## src/rtl/icache_pkg.sv

```systemverilog
// Shared types, default geometry and helpers for the instruction cache refill path.
package icache_pkg;

    // Refill sequencer states
    typedef enum logic [1:0] {
        IDLE,
        REQ,
        WAIT,
        WRITE
    } state_e;

    // Default geometry: 4 words of 32 bits per line
    localparam int unsigned LINE_WORDS = 4;
    localparam int unsigned WORD_BITS  = 32;
    localparam int unsigned WORD_BYTES = WORD_BITS / 8;
    localparam int unsigned OFFSET_W   = $clog2(LINE_WORDS * WORD_BYTES);

    // Clear the byte-offset-within-line bits of an address
    function automatic logic [31:0] align_line(input logic [31:0] addr,
                                               input int unsigned offset_w);
        logic [31:0] mask;
        mask = ~((32'd1 << offset_w) - 32'd1);
        return addr & mask;
    endfunction

endpackage

```

## src/rtl/icache_fill_buffer.sv

```systemverilog
// Line assembly buffer: one word written per beat, whole line presented flat.
module icache_fill_buffer
    import icache_pkg::*;
#(
    parameter int unsigned N_CACHELINE_LENGTH = LINE_WORDS,
    parameter int unsigned BITSIZE            = WORD_BITS,
    localparam int unsigned BEAT_W = (N_CACHELINE_LENGTH > 1) ? $clog2(N_CACHELINE_LENGTH) : 1,
    localparam int unsigned LINE_W = BITSIZE * N_CACHELINE_LENGTH
) (
    input  logic              clk,
    input  logic              reset_i,
    input  logic              we_i,
    input  logic [BEAT_W-1:0] beat_i,
    input  logic [BITSIZE-1:0] wdata_i,
    output logic [LINE_W-1:0] line_o
);

    logic [LINE_W-1:0] line_q;

    // Store the incoming beat into its word slot; word 0 occupies the low bits
    always_ff @(posedge clk) begin
        if (reset_i) begin
            line_q <= '0;
        end else if (we_i) begin
            line_q[beat_i*BITSIZE +: BITSIZE] <= wdata_i;
        end
    end

    assign line_o = line_q;

endmodule

```

## src/rtl/icache_refill_ctrl.sv

```systemverilog
// Instruction cache miss handler: detects misses, fetches a line beat by beat over a
// req/gnt/rvalid port and writes it into a round-robin victim line.
module icache_refill_ctrl
    import icache_pkg::*;
#(
    parameter int unsigned N_CACHELINE_LENGTH = LINE_WORDS,
    parameter int unsigned N_CACHELINES       = 8,
    parameter int unsigned BITSIZE            = WORD_BITS
) (
    input  logic                                  clk,
    input  logic                                  reset_i,
    input  logic                                  cpu_req_i,
    input  logic [31:0]                           cpu_addr_i,
    input  logic [N_CACHELINES-1:0]               hit_vec_i,
    output logic                                  cpu_stall_o,
    output logic [31:0]                           line_addr_o,
    output logic [N_CACHELINES-1:0]               store_o,
    output logic [BITSIZE*N_CACHELINE_LENGTH-1:0] line_data_o,
    output logic                                  mem_req_o,
    output logic [31:0]                           mem_addr_o,
    input  logic                                  mem_gnt_i,
    input  logic                                  mem_rvalid_i,
    input  logic [BITSIZE-1:0]                    mem_rdata_i,
    output logic [31:0]                           miss_cnt_o
);

    localparam int unsigned BYTES_PER_WORD = BITSIZE / 8;
    localparam int unsigned LINE_OFFSET_W  = $clog2(N_CACHELINE_LENGTH * BYTES_PER_WORD);
    localparam int unsigned BEAT_W   = (N_CACHELINE_LENGTH > 1) ? $clog2(N_CACHELINE_LENGTH) : 1;
    localparam int unsigned VICTIM_W = (N_CACHELINES > 1) ? $clog2(N_CACHELINES) : 1;
    localparam logic [BEAT_W-1:0] LAST_BEAT = BEAT_W'(N_CACHELINE_LENGTH - 1);
    localparam logic [N_CACHELINES-1:0] ONE_HOT_0 = N_CACHELINES'(1);

    state_e                  state_q;
    logic [31:0]             miss_addr_q;
    logic [BEAT_W-1:0]       beat_q;
    logic [VICTIM_W-1:0]     victim_q;
    logic [31:0]             miss_cnt_q;
    logic                    mem_req_q;
    logic [N_CACHELINES-1:0] store_q;
    logic                    miss;
    logic                    fill_we;

    assign miss    = cpu_req_i & ~(|hit_vec_i);
    assign fill_we = (state_q == WAIT) & mem_rvalid_i;

    // Refill sequencer with registered request and store strobes
    always_ff @(posedge clk) begin
        if (reset_i) begin
            state_q     <= IDLE;
            miss_addr_q <= '0;
            beat_q      <= '0;
            victim_q    <= '0;
            miss_cnt_q  <= '0;
            mem_req_q   <= 1'b0;
            store_q     <= '0;
        end else begin
            unique case (state_q)
                IDLE: begin
                    if (miss) begin
                        miss_addr_q <= align_line(cpu_addr_i, LINE_OFFSET_W);
                        beat_q      <= '0;
                        mem_req_q   <= 1'b1;
                        state_q     <= REQ;
                    end
                end
                REQ: begin
                    if (mem_gnt_i) begin
                        mem_req_q <= 1'b0;
                        state_q   <= WAIT;
                    end
                end
                WAIT: begin
                    if (mem_rvalid_i) begin
                        if (beat_q == LAST_BEAT) begin
                            store_q <= ONE_HOT_0 << victim_q;
                            state_q <= WRITE;
                        end else begin
                            beat_q    <= beat_q + 1'b1;
                            mem_req_q <= 1'b1;
                            state_q   <= REQ;
                        end
                    end
                end
                WRITE: begin
                    store_q  <= '0;
                    // Power-of-two line count lets the pointer wrap on overflow
                    victim_q <= victim_q + 1'b1;
                    if (miss_cnt_q != '1) begin
                        miss_cnt_q <= miss_cnt_q + 32'd1;
                    end
                    state_q <= IDLE;
                end
                default: state_q <= IDLE;
            endcase
        end
    end

    icache_fill_buffer #(
        .N_CACHELINE_LENGTH(N_CACHELINE_LENGTH),
        .BITSIZE           (BITSIZE)
    ) u_fill_buffer (
        .clk    (clk),
        .reset_i(reset_i),
        .we_i   (fill_we),
        .beat_i (beat_q),
        .wdata_i(mem_rdata_i),
        .line_o (line_data_o)
    );

    // Lookup address and stall: live CPU address when idle, latched miss line otherwise
    always_comb begin
        line_addr_o = miss_addr_q;
        cpu_stall_o = 1'b1;
        if (state_q == IDLE) begin
            line_addr_o = align_line(cpu_addr_i, LINE_OFFSET_W);
            cpu_stall_o = miss;
        end
    end

    assign mem_req_o  = mem_req_q;
    assign mem_addr_o = miss_addr_q + 32'(beat_q) * BYTES_PER_WORD;
    assign store_o    = store_q;
    assign miss_cnt_o = miss_cnt_q;

endmodule

```

## config.mk

```make
export PLATFORM = sky130hd
export DESIGN_NAME = icache_refill_ctrl
export DESIGN_NICKNAME = d
export VERILOG_FILES = /design/src/rtl/icache_pkg.sv /design/src/rtl/icache_fill_buffer.sv /design/src/rtl/icache_refill_ctrl.sv
export SDC_FILE = /design/constraint.sdc
export NUM_CORES = 1
export LEC_CHECK = 0
export CORE_UTILIZATION = 34
export CTS_CLUSTER_SIZE = 25
export DETAILED_ROUTE_END_ITERATION = 8
export DONT_BUFFER_PORTS = 1
export PLACE_DENSITY = 0.6
export SYNTH_ARGS = -nofsm -noshare
export SYNTH_HDL_FRONTEND = slang
export SYNTH_SLANG_ARGS = --single-unit
```

## constraint.sdc

```tcl
create_clock -name clk -period 4.79 [get_ports clk]
set_input_delay 0.2395 -clock clk [delete_from_list [all_inputs] [get_ports clk]]
set_output_delay 0.2395 -clock clk [all_outputs]
set_load 0.05 [all_outputs]
```

==> qor.yml, run 1 <==
postCtsSetupBuffers: 0
tightestPinTransition_ps: 951.0
wl_um: 25250
first_pass_iters: 5
cts_inserted_buffers: 23
die_h_um: 157.7
routabilityCongestion: 0.7600
multi_input_area_mm2: 0.003790
antenna_found_initial: 3
wl_per_cell_um: 18.60
yosys_warnings: 0
cp_num_buf_inv: 1
path_class: "reg -> reg"
post-route-min-period_ps: 3342
cp_data_arrival_time_ps: 3710
grt_max_degree: 206
holdWs_ps: 74.26
critical_path.max_stage_delay_ps: 730
fmax_ghz: 0.2992
hold_class: "in -> reg"
cp-start-kind: "flop"
cts_resized: 0
synth_top_family_by_area: "simple AND/OR/NAND/NOR gates"
crit_chain: "ha_1 > nand3_1 > or4_1 > o31ai_4 > buf_4 > or3_1 > a21oi_1"
drt-initial-drc-count: 602
mostFrequentLayoutCells: "204 x dfxtp_1, 180 x nand2_1, 160 x a21oi_1, 112 x nand3_1, 62 x dlygate4sd3_1"
endpoint_kind: "flop"
slowest_stage: "or4_1"
cts_root_buf: "clkbuf_16"
grt_pass1_vias: 6534
crit_family: "simple AND/OR/NAND/NOR gates"
rsz0062_at_grt: "no"
syn_area_mm2: 0.008238
synth-xor-area-share_pct: 0.9569
max-cap-violations: 0
critPathMaxFanout: 20
hold_viol_final: 0
drive_above_1_share_pct: 9.179
clock-sinks: 204
setup_viol: 0
yosysSeqAreaShare_pct: 49.57
fill_cells: 2364
dp_hpwl_um: 15950
status: "complete, no violations"
finalMaxSlewViolations: 0
vias_per_cell: 5.268
core_area_mm2: 0.02361
power.leakage_nw: 3.195
dieWidth_um: 157.7
gr-total-overflow: 0
period_share_pct: 69.77
die-area_mm2: 0.02486
syn_to_final_growth_pct: 19.70
htreeDepth: 1
critPathRequiredTime_ps: 5160
detail-route-antenna-nets: 0
fp-row-count: 56
drc: 0
layout_commonest_cell: "dfxtp_1"
track_usage_pct: 19.14
synth_simple_gate_area_share_pct: 23.07
setup_tns_ps: 0
tritoncts: "yes"
synthAdderAreaFrac_pct: 1.823
clk_path_buf_depth: 3
initial_core_util_pct: 34.89
ir_drop_uv: 200.5
p_per_area_mw_per_mm2: 366.1
regArea_mm2: 0.004084
io_buffer_count: 0
slew_headroom_pct: 36.60
finalClockSkew_ps: 20.42
routed-via-count: 7149
pin_count: 311
ys_seq_elements: 204
worst_setup_hold_path_clk_slew_ps: 60
grt_first_pass_wirelength_um: 37320
synth-compound-area-share_pct: 15.39
syn_avg_cell_area_um2: 8.304
ys_types: 46
synthCells: 992
nNetsFinal: 1109
clock_latency_ps: 520
synthMuxAreaShare_pct: 4.207
path summary, 6_finish.rpt:
| kind | from | slack, ps | cells past startpoint | end |
|---|---|---|---|---|
| worst max-delay path | miss_cnt_o[0]$_SDFFE_PP0P_ | 1450 | 7 | miss_cnt_o[21]$_SDFFE_PP0P_ |
| worst min-delay path | mem_rvalid_i | 70 | 4 | beat_q[0]$_SDFFE_PP0P_ |
| worst min register to register | victim_q[1]$_SDFFE_PP0P_ | 500 | 2 | victim_q[1]$_SDFFE_PP0P_ |
| worst max register to register | miss_cnt_o[0]$_SDFFE_PP0P_ | 1450 | 7 | miss_cnt_o[21]$_SDFFE_PP0P_ |
per-stage QoR:
step | worst slack (ps) | cells | total power [W] | cell area, um2 | util [%]
finish | 1448 | 1357 | 0.003610 | 9861 | 41.76
global route | 1272 | 1356 | 0.003742 | 9858 | 41.75
CTS | 1446 | 1354 | 0.003666 | 9853 | 41.73
detailed placement | 1470 | 1251 | 0.001812 | 8457 | 35.82
floorplan | 2126 | 997 | 0.001836 | 8257 | -
global placement | 1534 | 1251 | 0.001812 | 8457 | 35.82
cells by family after synthesis:
logic type | after synthesis
adder cells (fa/ha/maj) | 12
buffers and inverters | 96
other | 1
flip-flops | 204
multiplexers | 31
XOR/XNOR | 9
AO/OA/AOI/OAI | 225
AND/OR/NAND/NOR | 414
worst reg2reg max path, delay by kind of cell (launching register included):
kind	cells	cell delay [ps]
AO/OA/AOI/OAI	2	760
flip-flops	1	720
AND/OR/NAND/NOR	3	1090
adder cells (fa/ha/maj)	1	280
buffers and inverters	1	350
timing repair:
action / 4_1_cts / 5_1_grt
hold buffers: 63 / 0
endpoints found under the setup margin: 0 / 0
hold endpoints to repair: 204 / 0
metal layers:
| metal | global-route usage, % | routed length, um |
|---|---|---|
| met1 | 24.23 | 10740 |
| met2 | 30.40 | 11540 |
| met3 | 7.145 | 2560 |
| met4 | 4.993 | 400 |
| met5 | 0 | 0 |
synth_stat cells, drive strengths merged:
master	count	share of area, %
and2	6	0.46
nor2b	2	0.15
mux2i	2	0.24
nor4	5	0.46
nand4	12	0.99
buf	14	1.2
nor3	4	0.30
mux2	29	4.0
nand2b	1	0.076
o2111ai	1	0.11
a41o	1	0.12
clkbuf	69	3.1
inv	13	0.59
nor3b	3	0.27
nor2	55	2.5
o21bai	1	0.091
a22oi	33	3.0
or2	2	0.15
nor4b	1	0.11
or3	17	1.3
o21ai	17	1.0
o31ai	7	0.80
nand3	112	6.8
o311ai	1	0.11
and4	2	0.21
a211oi	2	0.18
ha	12	1.8
a21oi	160	9.7
and3b	2	0.21
nand2	180	8.2
a2111oi	1	0.12
and3	2	0.15
xor2	2	0.21
dfxtp	204	50
or4	8	0.73
conb	1	0.046
a21o	1	0.091
xnor2	7	0.74
flip-flops by register name, summed over array words and instances (netlist names):
register,count
victim_q,3
u_fill_buffer.line_o,128
mem_req_o,1
state_q,2
store_o,8
beat_q,2
miss_cnt_o,32
miss_addr_q,28
cell type report:
| class | instances | area share [%] |
|---|---|---|
| clock inverters | 6 | 0.6217 |
| repair buffers | 81 | 7.943 |
| inverters | 13 | 0.4949 |
| multi-input cells | 697 | 38.43 |
| diodes | 3 | 0.07613 |
| well taps | 319 | 4.048 |
| flip-flops and latches | 204 | 41.42 |
| clock buffers | 34 | 6.966 |
report_power, final:
part	switching (W)	internal, W	leakage (nW)
combinational	0.000118	0.0000498	1.18
clock	0.000702	0.00104	0.369
sequential	0.00000186	0.00170	1.64
(Power assumes the default switching activity.)
==> run 2: changes to the inputs <==
PLACE_DENSITY = 0.62   (was 0.6)
clock period = 3 ns   (was 4.79 ns; I/O delays follow)
==> run 2 against run 1 <==
Against the previous run: clock power grew 76%; design area grew 7.1%; final cell count grew 4.5%; largest cell class unchanged.
==> qor.yml, run 2 (same netlist as run 1, synthesis figures left out) <==
status: "complete, no violations"
grt_pass1_vias: 7409  # +13%
cts_inserted_buffers: 23  # unchanged
grtUsageMet3_pct: 7.145  # unchanged
largest_register_ffs: 128  # unchanged
die-area_mm2: 0.02486  # unchanged
reg2reg_depth: 6  # -1
grt_first_pass_wirelength_um: 40410  # +8.3%
routed-via-count: 7549  # +5.6%
ir_drop_uv: 304.1  # +52%
initial_core_util_pct: 34.89  # unchanged
drc: 0  # unchanged
cts_root_buf: "clkbuf_16"
nNetsFinal: 1172  # +5.7%
core_area_mm2: 0.02361  # unchanged
min_path_cells: 2  # -2
tightestPinTransition_ps: 754.8  # -196.2 ps
regArea_mm2: 0.004084  # unchanged
postCtsSetupBuffers: 0  # unchanged
cp-startpoint: "miss_cnt_o[18]$_SDFFE_PP0P_"
drt-initial-drc-count: 464  # -23%
diodes: 0  # -3
fill_cells: 2261  # -4.4%
post-route-min-period_ps: 2800  # -541.7 ps
critPathMaxFanout: 8  # -60%
grt.busiest_layer: "met2"
finalPower_w: 0.006022  # +67%
max-cap-violations: 0  # unchanged
holdWs_ps: 83.43  # +9.165 ps
dieWidth_um: 157.7  # unchanged
hold_class: "in -> reg"
clock-sinks: 204  # unchanged
htreeDepth: 1  # unchanged
multi_input_area_mm2: 0.003814  # +0.63%
period_share_pct: 93.34  # +24 points
met1_usage_pct: 24.29  # +0.060 points
detail-route-antenna-nets: 0  # unchanged
tritoncts: "yes"
slew_headroom_pct: 49.68  # +13 points
path_class: "reg -> reg"
clock_latency_ps: 500  # -20 ps
endpoint_kind: "flop"
vias_per_cell: 5.324  # +1.1%
hold_viol_final: 0  # unchanged
setup_tns_ps: 0  # unchanged
placed_area_mm2: 0.008685  # +2.7%
finalClockSkew_ps: 10.15  # -10.27 ps
routabilityCongestion: 0.8059  # +6.0%
worst_setup_hold_path_clk_slew_ps: 60  # about the same
die_h_um: 157.7  # unchanged
grtUsageMet2_pct: 34.93  # +4.5 points
wl_um: 26670  # +5.6%
syn_to_final_growth_pct: 28.17
p_per_area_mw_per_mm2: 570.3  # +56%
place_inst: 1278  # +2.2%
critPathRequiredTime_ps: 3440  # -1720 ps
wl_per_cell_um: 18.81  # +1.1%
clk_path_buf_depth: 3  # unchanged
cp-start-kind: "flop"
post-route-cell-area_mm2: 0.01056  # +7.1%
r2r-start: "miss_cnt_o[18]$_SDFFE_PP0P_"
finalMaxSlewViolations: 0  # unchanged
drive_above_1_share_pct: 11.56  # +2.4 points
dp_hpwl_um: 16540  # +3.7%
antenna_found_initial: 1  # -2
setup_viol: 0  # unchanged
track_usage_pct: 20.66  # +1.5 points
io_buffer_count: 0  # unchanged
fp-row-count: 56  # unchanged
min-delay-start: "reset_i"
fin_cells: 1418  # +4.5%
fmax_ghz: 0.3571  # +19%
layout_commonest_cell: "dfxtp_1"
gr-total-overflow: 0  # unchanged
power.leakage_nw: 3.681  # +15%
grt_max_degree: 164  # -20%
mostFrequentLayoutCells: "204 x dfxtp_1, 180 x nand2_1, 160 x a21oi_1, 111 x nand3_1, 98 x dlygate4sd3_1"
first_pass_iters: 6  # +1
pin_count: 311  # unchanged
cp_data_arrival_time_ps: 3240  # -470 ps
-- run 2: changes by cell type in the layout (fill, tap and decap cells not counted), moves of 2 or more --
cell / previous run / this run
buf_4: 18 / 42
dlygate4sd3_1: 62 / 98
buf_12: 0 / 2
diode_2: 3 / 0
bufinv_16: 1 / 4
-- run 2: critical path: stages, from the launching register on --
cell,delay [ps]
dfxtp_1,710
and4_1,420
and2_1,210
o2111ai_2,220
or4_1,470
a21oi_1,150
dlygate4sd3_1,550
-- run 2: what timing repair did --
item                       in CTS  in global routing
hold buffers                   99                  0
setup endpoints to repair       0                 20
resized for setup               0                  6
hold endpoints to repair      204                  0
-- run 2: path summary, 6_finish.rpt --
kind	slack (ps)	to
worst max-delay path	200	miss_cnt_o[29]$_SDFFE_PP0P_
worst min register to register	500	victim_q[1]$_SDFFE_PP0P_
worst max register to register	200	miss_cnt_o[29]$_SDFFE_PP0P_
worst min-delay path	80	miss_cnt_o[1]$_SDFFE_PP0P_
-- run 2: area by class of cell --
cell class | count | area share [%]
well taps | 319 | 3.780
flip-flops and latches | 204 | 38.68
clock inverters | 7 | 1.303
repair buffers | 144 | 13.06
clock buffers | 34 | 6.600
inverters | 13 | 0.4621
multi-input cells | 697 | 36.12
-- run 2: where the power goes --
group          switching (W)  internal [W]
logic               0.000176     0.0000749
registers         0.00000295       0.00271
clock network        0.00111       0.00194
-- run 2: per-layer routing --
metal | part of all wire (%) | wire, um
met5 | 0.049 | 13
met1 | 40 | 10580
met3 | 10 | 2734
met4 | 2.1 | 552
met2 | 48 | 12780
-- run 2: stage by stage --
stage	utilization, %	setup slack, ps
finish	44.72	199.8
global route	44.72	-23.54
CTS	44.58	4.584
detailed placement	36.78	522.3
global placement	36.78	573.2
floorplan	-	336.5
